### config.mk
export PLATFORM = sky130hd
export DESIGN_NAME = uart_rx_path_flat
export DESIGN_NICKNAME = d
export VERILOG_FILES = /design/src/rtl/uart_pkg.sv /design/src/rtl/uart_rx_path_if.sv /design/src/rtl/uart_bit_timer.sv /design/src/rtl/uart_rx_path.sv /design/src/flat_wrapper.sv
export SDC_FILE = /design/constraint.sdc
export NUM_CORES = 1
export LEC_CHECK = 0
export ABC_AREA = 0
export CORE_ASPECT_RATIO = 1.1
export CORE_MARGIN = 5
export CORE_UTILIZATION = 45
export DETAILED_ROUTE_END_ITERATION = 8
export DONT_BUFFER_PORTS = 1
export SLEW_MARGIN = 10
export SYNTH_ARGS = -nofsm -noshare
export SYNTH_HDL_FRONTEND = slang
export SYNTH_SLANG_ARGS = --single-unit
### constraint.sdc
create_clock -name clk -period 2.6 [get_ports clk]
set_input_delay 0.65 -clock clk [delete_from_list [all_inputs] [get_ports clk]]
set_output_delay 0.65 -clock clk [all_outputs]
set_load 0.01 [all_outputs]
### src/rtl/uart_pkg.sv
// Shared UART definitions: receive FSM states, parity grouping and frame helpers.
package uart_pkg;

    typedef enum logic [2:0] {
        IDLE,
        START,
        DATA,
        PARITY,
        STOP
    } rx_state_t;

    localparam int unsigned PARITY_GROUP = 8;

    // Number of parity bits in a frame: one per 8-bit group, or one in total.
    function automatic int unsigned parity_bits(input int unsigned width, input logic pf);
        return pf ? (width + PARITY_GROUP - 1) / PARITY_GROUP : 1;
    endfunction

endpackage

### src/rtl/uart_rx_path_if.sv
// Core-side word handshake of the UART receive path; master is the receiver.
interface uart_rx_path_if #(
    parameter int unsigned WIDTH_SIZE = 8
) ();

    logic [WIDTH_SIZE-1:0] rx_data;
    logic                  rx_valid;
    logic                  rx_ready;
    logic                  parity_err;
    logic                  frame_err;
    logic                  overrun;

    modport master (
        output rx_data, rx_valid, parity_err, frame_err, overrun,
        input  rx_ready
    );

    modport slave (
        input  rx_data, rx_valid, parity_err, frame_err, overrun,
        output rx_ready
    );

endinterface

### src/rtl/uart_bit_timer.sv
// Bit-period timer: after start, first tick at half a period, then every full period.
module uart_bit_timer #(
    parameter int unsigned CLKS_PER_BIT = 1
) (
    input  logic clk,
    input  logic reset,
    input  logic start,
    output logic sample_tick,
    output logic restart
);

    localparam int unsigned HALF      = CLKS_PER_BIT / 2;
    localparam logic [7:0]  HALF_LOAD = (HALF == 0) ? 8'd0 : 8'(HALF - 1);
    localparam logic [7:0]  FULL_LOAD = 8'(CLKS_PER_BIT - 1);

    logic [7:0] cnt;
    logic       first;

    always_ff @(posedge clk or posedge reset) begin
        if (reset) begin
            cnt   <= '0;
            first <= 1'b0;
        end else if (start) begin
            cnt   <= HALF_LOAD;
            first <= 1'b1;
        end else if (cnt == '0) begin
            cnt   <= FULL_LOAD;
            first <= 1'b0;
        end else begin
            cnt <= cnt - 8'd1;
        end
    end

    assign sample_tick = (cnt == '0);
    // High while the half-period tick that follows a start is still pending.
    assign restart     = first;

endmodule

### src/rtl/uart_rx_path.sv
// UART receive path: start, data LSB-first, even parity (per byte or whole word), stop.
// Optional RX_SYNC_EN adds a 2-flop input synchroniser in front of the FSM.
module uart_rx_path
    import uart_pkg::*;
#(
    parameter int unsigned WIDTH_SIZE   = 8,
    parameter int unsigned CLKS_PER_BIT = 1
) (
    input  logic clk,
    input  logic reset,
    input  logic rx,
    input  logic PF,
    uart_rx_path_if.master core
);

    localparam int unsigned BW = $clog2(WIDTH_SIZE + 1);
    localparam int unsigned GW = $clog2(PARITY_GROUP + 1);

    logic rx_line;

`ifdef RX_SYNC_EN
    logic [1:0] sync;
    always_ff @(posedge clk or posedge reset) begin
        if (reset) sync <= '1;
        else       sync <= {sync[0], rx};
    end
    assign rx_line = sync[1];
`else
    assign rx_line = rx;
`endif

    rx_state_t state, next;

    logic          tick, first;
    logic          timer_start, frame_clr, shift_en, par_en, stop_en;
    logic [BW-1:0] bit_cnt;
    logic [GW-1:0] grp_cnt;
    logic          gpar, err, pf_q;
    logic          last_bit, grp_full;

    logic [WIDTH_SIZE-1:0] shreg;
    logic [WIDTH_SIZE:0]   shext;

    logic [WIDTH_SIZE-1:0] data_q;
    logic                  valid_q, perr_q, ferr_q, overrun_q;
    logic                  accept, load;

    uart_bit_timer #(.CLKS_PER_BIT(CLKS_PER_BIT)) timer (
        .clk        (clk),
        .reset      (reset),
        .start      (timer_start),
        .sample_tick(tick),
        .restart    (first)
    );

    assign last_bit = (bit_cnt == BW'(WIDTH_SIZE - 1));
    assign grp_full = (grp_cnt == GW'(PARITY_GROUP - 1));

    always_ff @(posedge clk or posedge reset) begin
        if (reset) state <= IDLE;
        else       state <= next;
    end

    always_comb begin
        next        = state;
        timer_start = 1'b0;
        frame_clr   = 1'b0;
        shift_en    = 1'b0;
        par_en      = 1'b0;
        stop_en     = 1'b0;
        case (state)
            IDLE: begin
                if (!rx_line) begin
                    frame_clr   = 1'b1;
                    timer_start = 1'b1;
                    // With one clock per bit the detecting sample is already the start bit.
                    next        = (CLKS_PER_BIT == 1) ? DATA : START;
                end
            end
            START: begin
                if (tick && first) next = rx_line ? IDLE : DATA;
            end
            DATA: begin
                if (tick) begin
                    shift_en = 1'b1;
                    if (last_bit || (pf_q && grp_full)) next = PARITY;
                end
            end
            PARITY: begin
                if (tick) begin
                    par_en = 1'b1;
                    next   = (bit_cnt == BW'(WIDTH_SIZE)) ? STOP : DATA;
                end
            end
            STOP: begin
                if (tick) begin
                    stop_en = 1'b1;
                    next    = IDLE;
                end
            end
            default: next = IDLE;
        endcase
    end

    assign shext = {rx_line, shreg};

    always_ff @(posedge clk or posedge reset) begin
        if (reset) begin
            shreg   <= '0;
            bit_cnt <= '0;
            grp_cnt <= '0;
            gpar    <= 1'b0;
            err     <= 1'b0;
            pf_q    <= 1'b0;
        end else begin
            if (frame_clr) begin
                bit_cnt <= '0;
                grp_cnt <= '0;
                gpar    <= 1'b0;
                err     <= 1'b0;
                pf_q    <= PF;
            end
            if (shift_en) begin
                shreg   <= shext[WIDTH_SIZE:1];
                bit_cnt <= bit_cnt + BW'(1);
                grp_cnt <= grp_cnt + GW'(1);
                gpar    <= gpar ^ rx_line;
            end
            if (par_en) begin
                if (rx_line != gpar) err <= 1'b1;
                gpar    <= 1'b0;
                grp_cnt <= '0;
            end
        end
    end

    assign accept = valid_q && core.rx_ready;
    // A finished frame may replace the held word only if it is empty or leaving this cycle.
    assign load   = stop_en && (!valid_q || accept);

    always_ff @(posedge clk or posedge reset) begin
        if (reset) begin
            data_q    <= '0;
            valid_q   <= 1'b0;
            perr_q    <= 1'b0;
            ferr_q    <= 1'b0;
            overrun_q <= 1'b0;
        end else begin
            if (load) begin
                data_q  <= shreg;
                perr_q  <= err;
                ferr_q  <= ~rx_line;
                valid_q <= 1'b1;
            end else if (accept) begin
                valid_q <= 1'b0;
            end
            if (stop_en && !load) overrun_q <= 1'b1;
            else if (accept)      overrun_q <= 1'b0;
        end
    end

    assign core.rx_data    = data_q;
    assign core.rx_valid   = valid_q;
    assign core.parity_err = perr_q;
    assign core.frame_err  = ferr_q;
    assign core.overrun    = overrun_q;

endmodule
### src/flat_wrapper.sv
// flat-port wrapper written by rule: the top's interface ports become plain ports
module uart_rx_path_flat import uart_pkg::*;
#(
    parameter int unsigned WIDTH_SIZE   = 8,
    parameter int unsigned CLKS_PER_BIT = 1
)
  (clk, reset, rx, PF, core_rx_data, core_rx_valid, core_parity_err, core_frame_err, core_overrun, core_rx_ready);
  uart_rx_path_if #(.WIDTH_SIZE(WIDTH_SIZE)) core_i ();
  input  logic clk;
  input  logic reset;
  input  logic rx;
  input  logic PF;
  output wire logic [$bits(core_i.rx_data)-1:0] core_rx_data;
  output wire logic [$bits(core_i.rx_valid)-1:0] core_rx_valid;
  output wire logic [$bits(core_i.parity_err)-1:0] core_parity_err;
  output wire logic [$bits(core_i.frame_err)-1:0] core_frame_err;
  output wire logic [$bits(core_i.overrun)-1:0] core_overrun;
  input wire logic [$bits(core_i.rx_ready)-1:0] core_rx_ready;
  assign core_rx_data = core_i.rx_data;
  assign core_rx_valid = core_i.rx_valid;
  assign core_parity_err = core_i.parity_err;
  assign core_frame_err = core_i.frame_err;
  assign core_overrun = core_i.overrun;
  assign core_i.rx_ready = core_rx_ready;
  uart_rx_path #(.WIDTH_SIZE(WIDTH_SIZE), .CLKS_PER_BIT(CLKS_PER_BIT)) u_core (.clk(clk), .reset(reset), .rx(rx), .PF(PF), .core(core_i));
endmodule
==> impl_metrics.py <==
metrics = {
    "pwr": {
        "p_int_uw": 1330,
        "power.switching_uw": 585,
        "leakagePower_uw": 0.00109,
        "p_per_area_nw_per_um2": 893,
        "switching_share_pct": 30.6,
        "ir_worst_vdd_mv": 0.530,
        "pwr-share-clk_pct": 28.0,
        "seqPwrFrac_pct": 50.1,
        "combinationalPowerShare_pct": 21.9,
    },
    "timing": {
        "setup_viol": 0,
        "tightestPinTransition_ns": 0.548,
        "finalClockSkew_ns": 0.0105,
        "fin_tns_setup_ns": 0,
        "relSlewSlack_pct": 63.4,
        "fin_crit_ns": 2.23,
        "drv_slew": 0,
        "grt_setup_unrepaired": "false",
        "max_freq_ghz": 0.448,
        "post-route-period-util_pct": 85.8,
        "holdWs_ns": 0.370,
        "timing.final.hold_violations": 0,
    },
    "setup_path": {
        "cp_data_required_time_ns": 2.78,
        "crit_fanout": 10,
        "worstSetupStartpointType": "flop",
        "cp-end-kind": "flop",
        "arrival_ns": 2.41,
        "rrSetupSlack_ns": 0.37,
        "critPathKind": "reg -> reg",
    },
    "synthesis": {
        "yosysTopAreaCell": "dfrtp_1",
        "ys.warnings.count": 0,
        "synth.area.top_cells": "dfrtp_1 55%, nand2_1 8.0%, mux2_2 5.7%",
        "synth_nets": 195,
        "syn_area_um2": 1960,
        "synthCells": 185,
        "synth_cell_types": 36,
        "synth_top_cell_area_share_pct": 54.8,
        "syn-mean-instance-area_um2": 10.6,
        "ys_seq_area_share_pct": 54.8,
        "synth_seq_cells": 43,
    },
    "clock_tree": {
        "cts_sinks": 43,
        "holdBufCountCts": 0,
        "cts_tree": "built",
        "clk_pin_slew_ns": 0.08,
        "cts_resized": 0,
        "clock_latency_ns": 0.30,
        "post_cts_buffers": 0,
        "cts_made_buffers": 5,
        "htree_num_levels": 2,
        "cts.path.max_buffers": 2,
        "ctsRootBufferMaster": "clkbuf_8",
    },
    "cells_and_area": {
        "design_area_um2": 2140,
        "layout-drive-gt1-share_pct": 14.7,
        "fin_util_pct": 50.3,
        "diodes": 0,
        "area_growth_pct": 8.92,
        "final_nets": 199,
        "fill_cells": 402,
    },
    "worst_hold_path": {
        "hp-class": "in -> async",
    },
    "die": {
        "die_h_um": 79.3,
        "dieArea_um2": 5790,
        "die_width_um": 73.0,
        "io-pin-count": 17,
        "core_region_area_um2": 4250,
        "start_util_pct": 46.1,
        "fp-row-count": 25,
    },
    "routing": {
        "viasPerCell": 5.38,
        "avgRoutedWirePerCell_um": 14.8,
        "drt_iter0_drc": 136,
        "antenna_left": 0,
        "drt_pass1_iterations": 4,
        "vias": 1312,
        "drc": 0,
        "routed_wl_mm": 3.61,
    },
    "placed_design": {
        "placed_area_um2": 2020,
        "globalplace.congestion": 0.870,
        "hpwl_mm": 2.56,
        "io_buffer_count": 0,
    },
    "grt": {
        "antenna_found_initial": 0,
        "grt_max_degree": 44,
        "grt.total_usage_pct": 14.1,
        "gr-total-overflow": 0,
        "grt_pass1_wl_mm": 6.29,
        "grt_pass1_vias": 1371,
    },
    "outcome": {
        "status": "complete, no violations",
    },
    "job": {
        "maxCapViolCount": 0,
    },
}
cells by family after synthesis:
group                      synth area share [%]
AOI/OAI and AO/OA                          7.52
xor gates and xnor gates                   4.02
adders and majority gates                  3.19
buffers and inverters                      3.19
DFF                                        54.8
muxes                                      7.27
and+or+nand+nor                            20.0
cell usage in the layout (no fill, tap or decap), types with 2 or more instances in the layout:
cell | netlist | layout
nor2_1 | 13 | 13
a22o_1 | 2 | 2
xnor2_1 | 6 | 6
ha_1 | 5 | 5
xor2_1 | 3 | 3
nand3_1 | 8 | 8
dfrtp_1 | 43 | 43
o21ai_0 | 5 | 5
inv_1 | 8 | 8
nand2_1 | 42 | 42
buf_4 | 0 | 3
a21oi_1 | 4 | 4
mux2i_1 | 3 | 3
clkbuf_8 | 0 | 6
o31ai_1 | 4 | 4
mux2_2 | 10 | 10
nor3b_1 | 3 | 3
a31oi_1 | 2 | 2
nor4_1 | 2 | 2
cells in the mapped netlist, drive strengths merged:
| master | number |
|---|---|
| and3 | 1 |
| dfrtp | 43 |
| a22oi | 1 |
| or2b | 1 |
| xor2 | 3 |
| a32o | 1 |
| ha | 5 |
| nor4 | 3 |
| o21ai | 5 |
| and4 | 1 |
| mux2i | 3 |
| a22o | 2 |
| a31oi | 2 |
| and2 | 2 |
| nand4 | 1 |
| nand2 | 42 |
| nor2 | 13 |
| o31ai | 4 |
| clkbuf | 3 |
| nor2b | 1 |
| mux2 | 10 |
| or4 | 1 |
| buf | 3 |
| a211o | 1 |
| a21oi | 4 |
| o2bb2ai | 1 |
| nand3 | 8 |
| nor3b | 4 |
| nand4b | 1 |
| a21o | 1 |
| inv | 8 |
| xnor2 | 6 |
state kept, by name (all words and copies together), names as in the netlist, 3 cells and up:
name and flops:
u_core.core.rx_data 8, u_core.shreg 8, u_core.timer.cnt 8, u_core.bit_cnt 4, u_core.state 3, u_core.grp_cnt 4
power by group through the flow:
stage	logic, uW	registers (uW)	clock network [uW]
2_1_floorplan	361	923	0
3_3_place_gp	408	953	0
3_5_place_dp	426	965	0
4_1_cts	428	954	544
5_1_grt	492	978	570
6_report	419	956	535
cell type report:
type	instances	area (um^2)	share of cell area (%)
clock buffer	6	82.6	3.86
clock inverter	2	35.0	1.64
inverter	8	30.0	1.40
multi-input combinational	128	825	38.6
sequential	43	1080	50.3
tap	54	67.6	3.16
timing repair buffer	3	22.5	1.05
per-stage QoR:
| stage | total power, uW | worst slack (ns) | instances |
|---|---|---|---|
| detailed placement | 1390 | 0.392 | 236 |
| global placement | 1360 | 0.525 | 236 |
| finish | 1910 | 0.369 | 244 |
| global route | 2040 | 0.174 | 244 |
| CTS | 1930 | 0.369 | 244 |
| floorplan | 1280 | 0.794 | 185 |
layer usage:
metal,GRT usage [%],vias up,wire length [um],share of wire [%]
li1,-,628,-,-
met1,18.6,647,1680,46
met2,21.3,31,1620,45
met3,4.94,6,256,7.1
met4,4.80,0,56,1.5
met5,0,-,0,0
final timing paths:
path,endpoint,from,cells past startpoint
worst max register to register,u_core.core.rx_data[4],u_core.timer.cnt[0],6
worst min register to register,u_core.shreg[0],u_core.shreg[0],2
min in group clk,u_core.core.overrun,core_rx_ready,1
worst max-delay path,u_core.core.rx_data[4],u_core.timer.cnt[0],6
worst min-delay path,u_core.bit_cnt[0],reset,2
max in group asynchronous,u_core.timer.cnt[5],reset,2
worst max-delay path, cell delays in order, from the launching register on:
cell	delay, ns
dfrtp_1	0.41
inv_1	0.09
ha_1	0.15
nor3b_2	0.29
and2_2	0.25
and3_1	0.51
mux2_2	0.40
(Power assumes the default switching activity.)
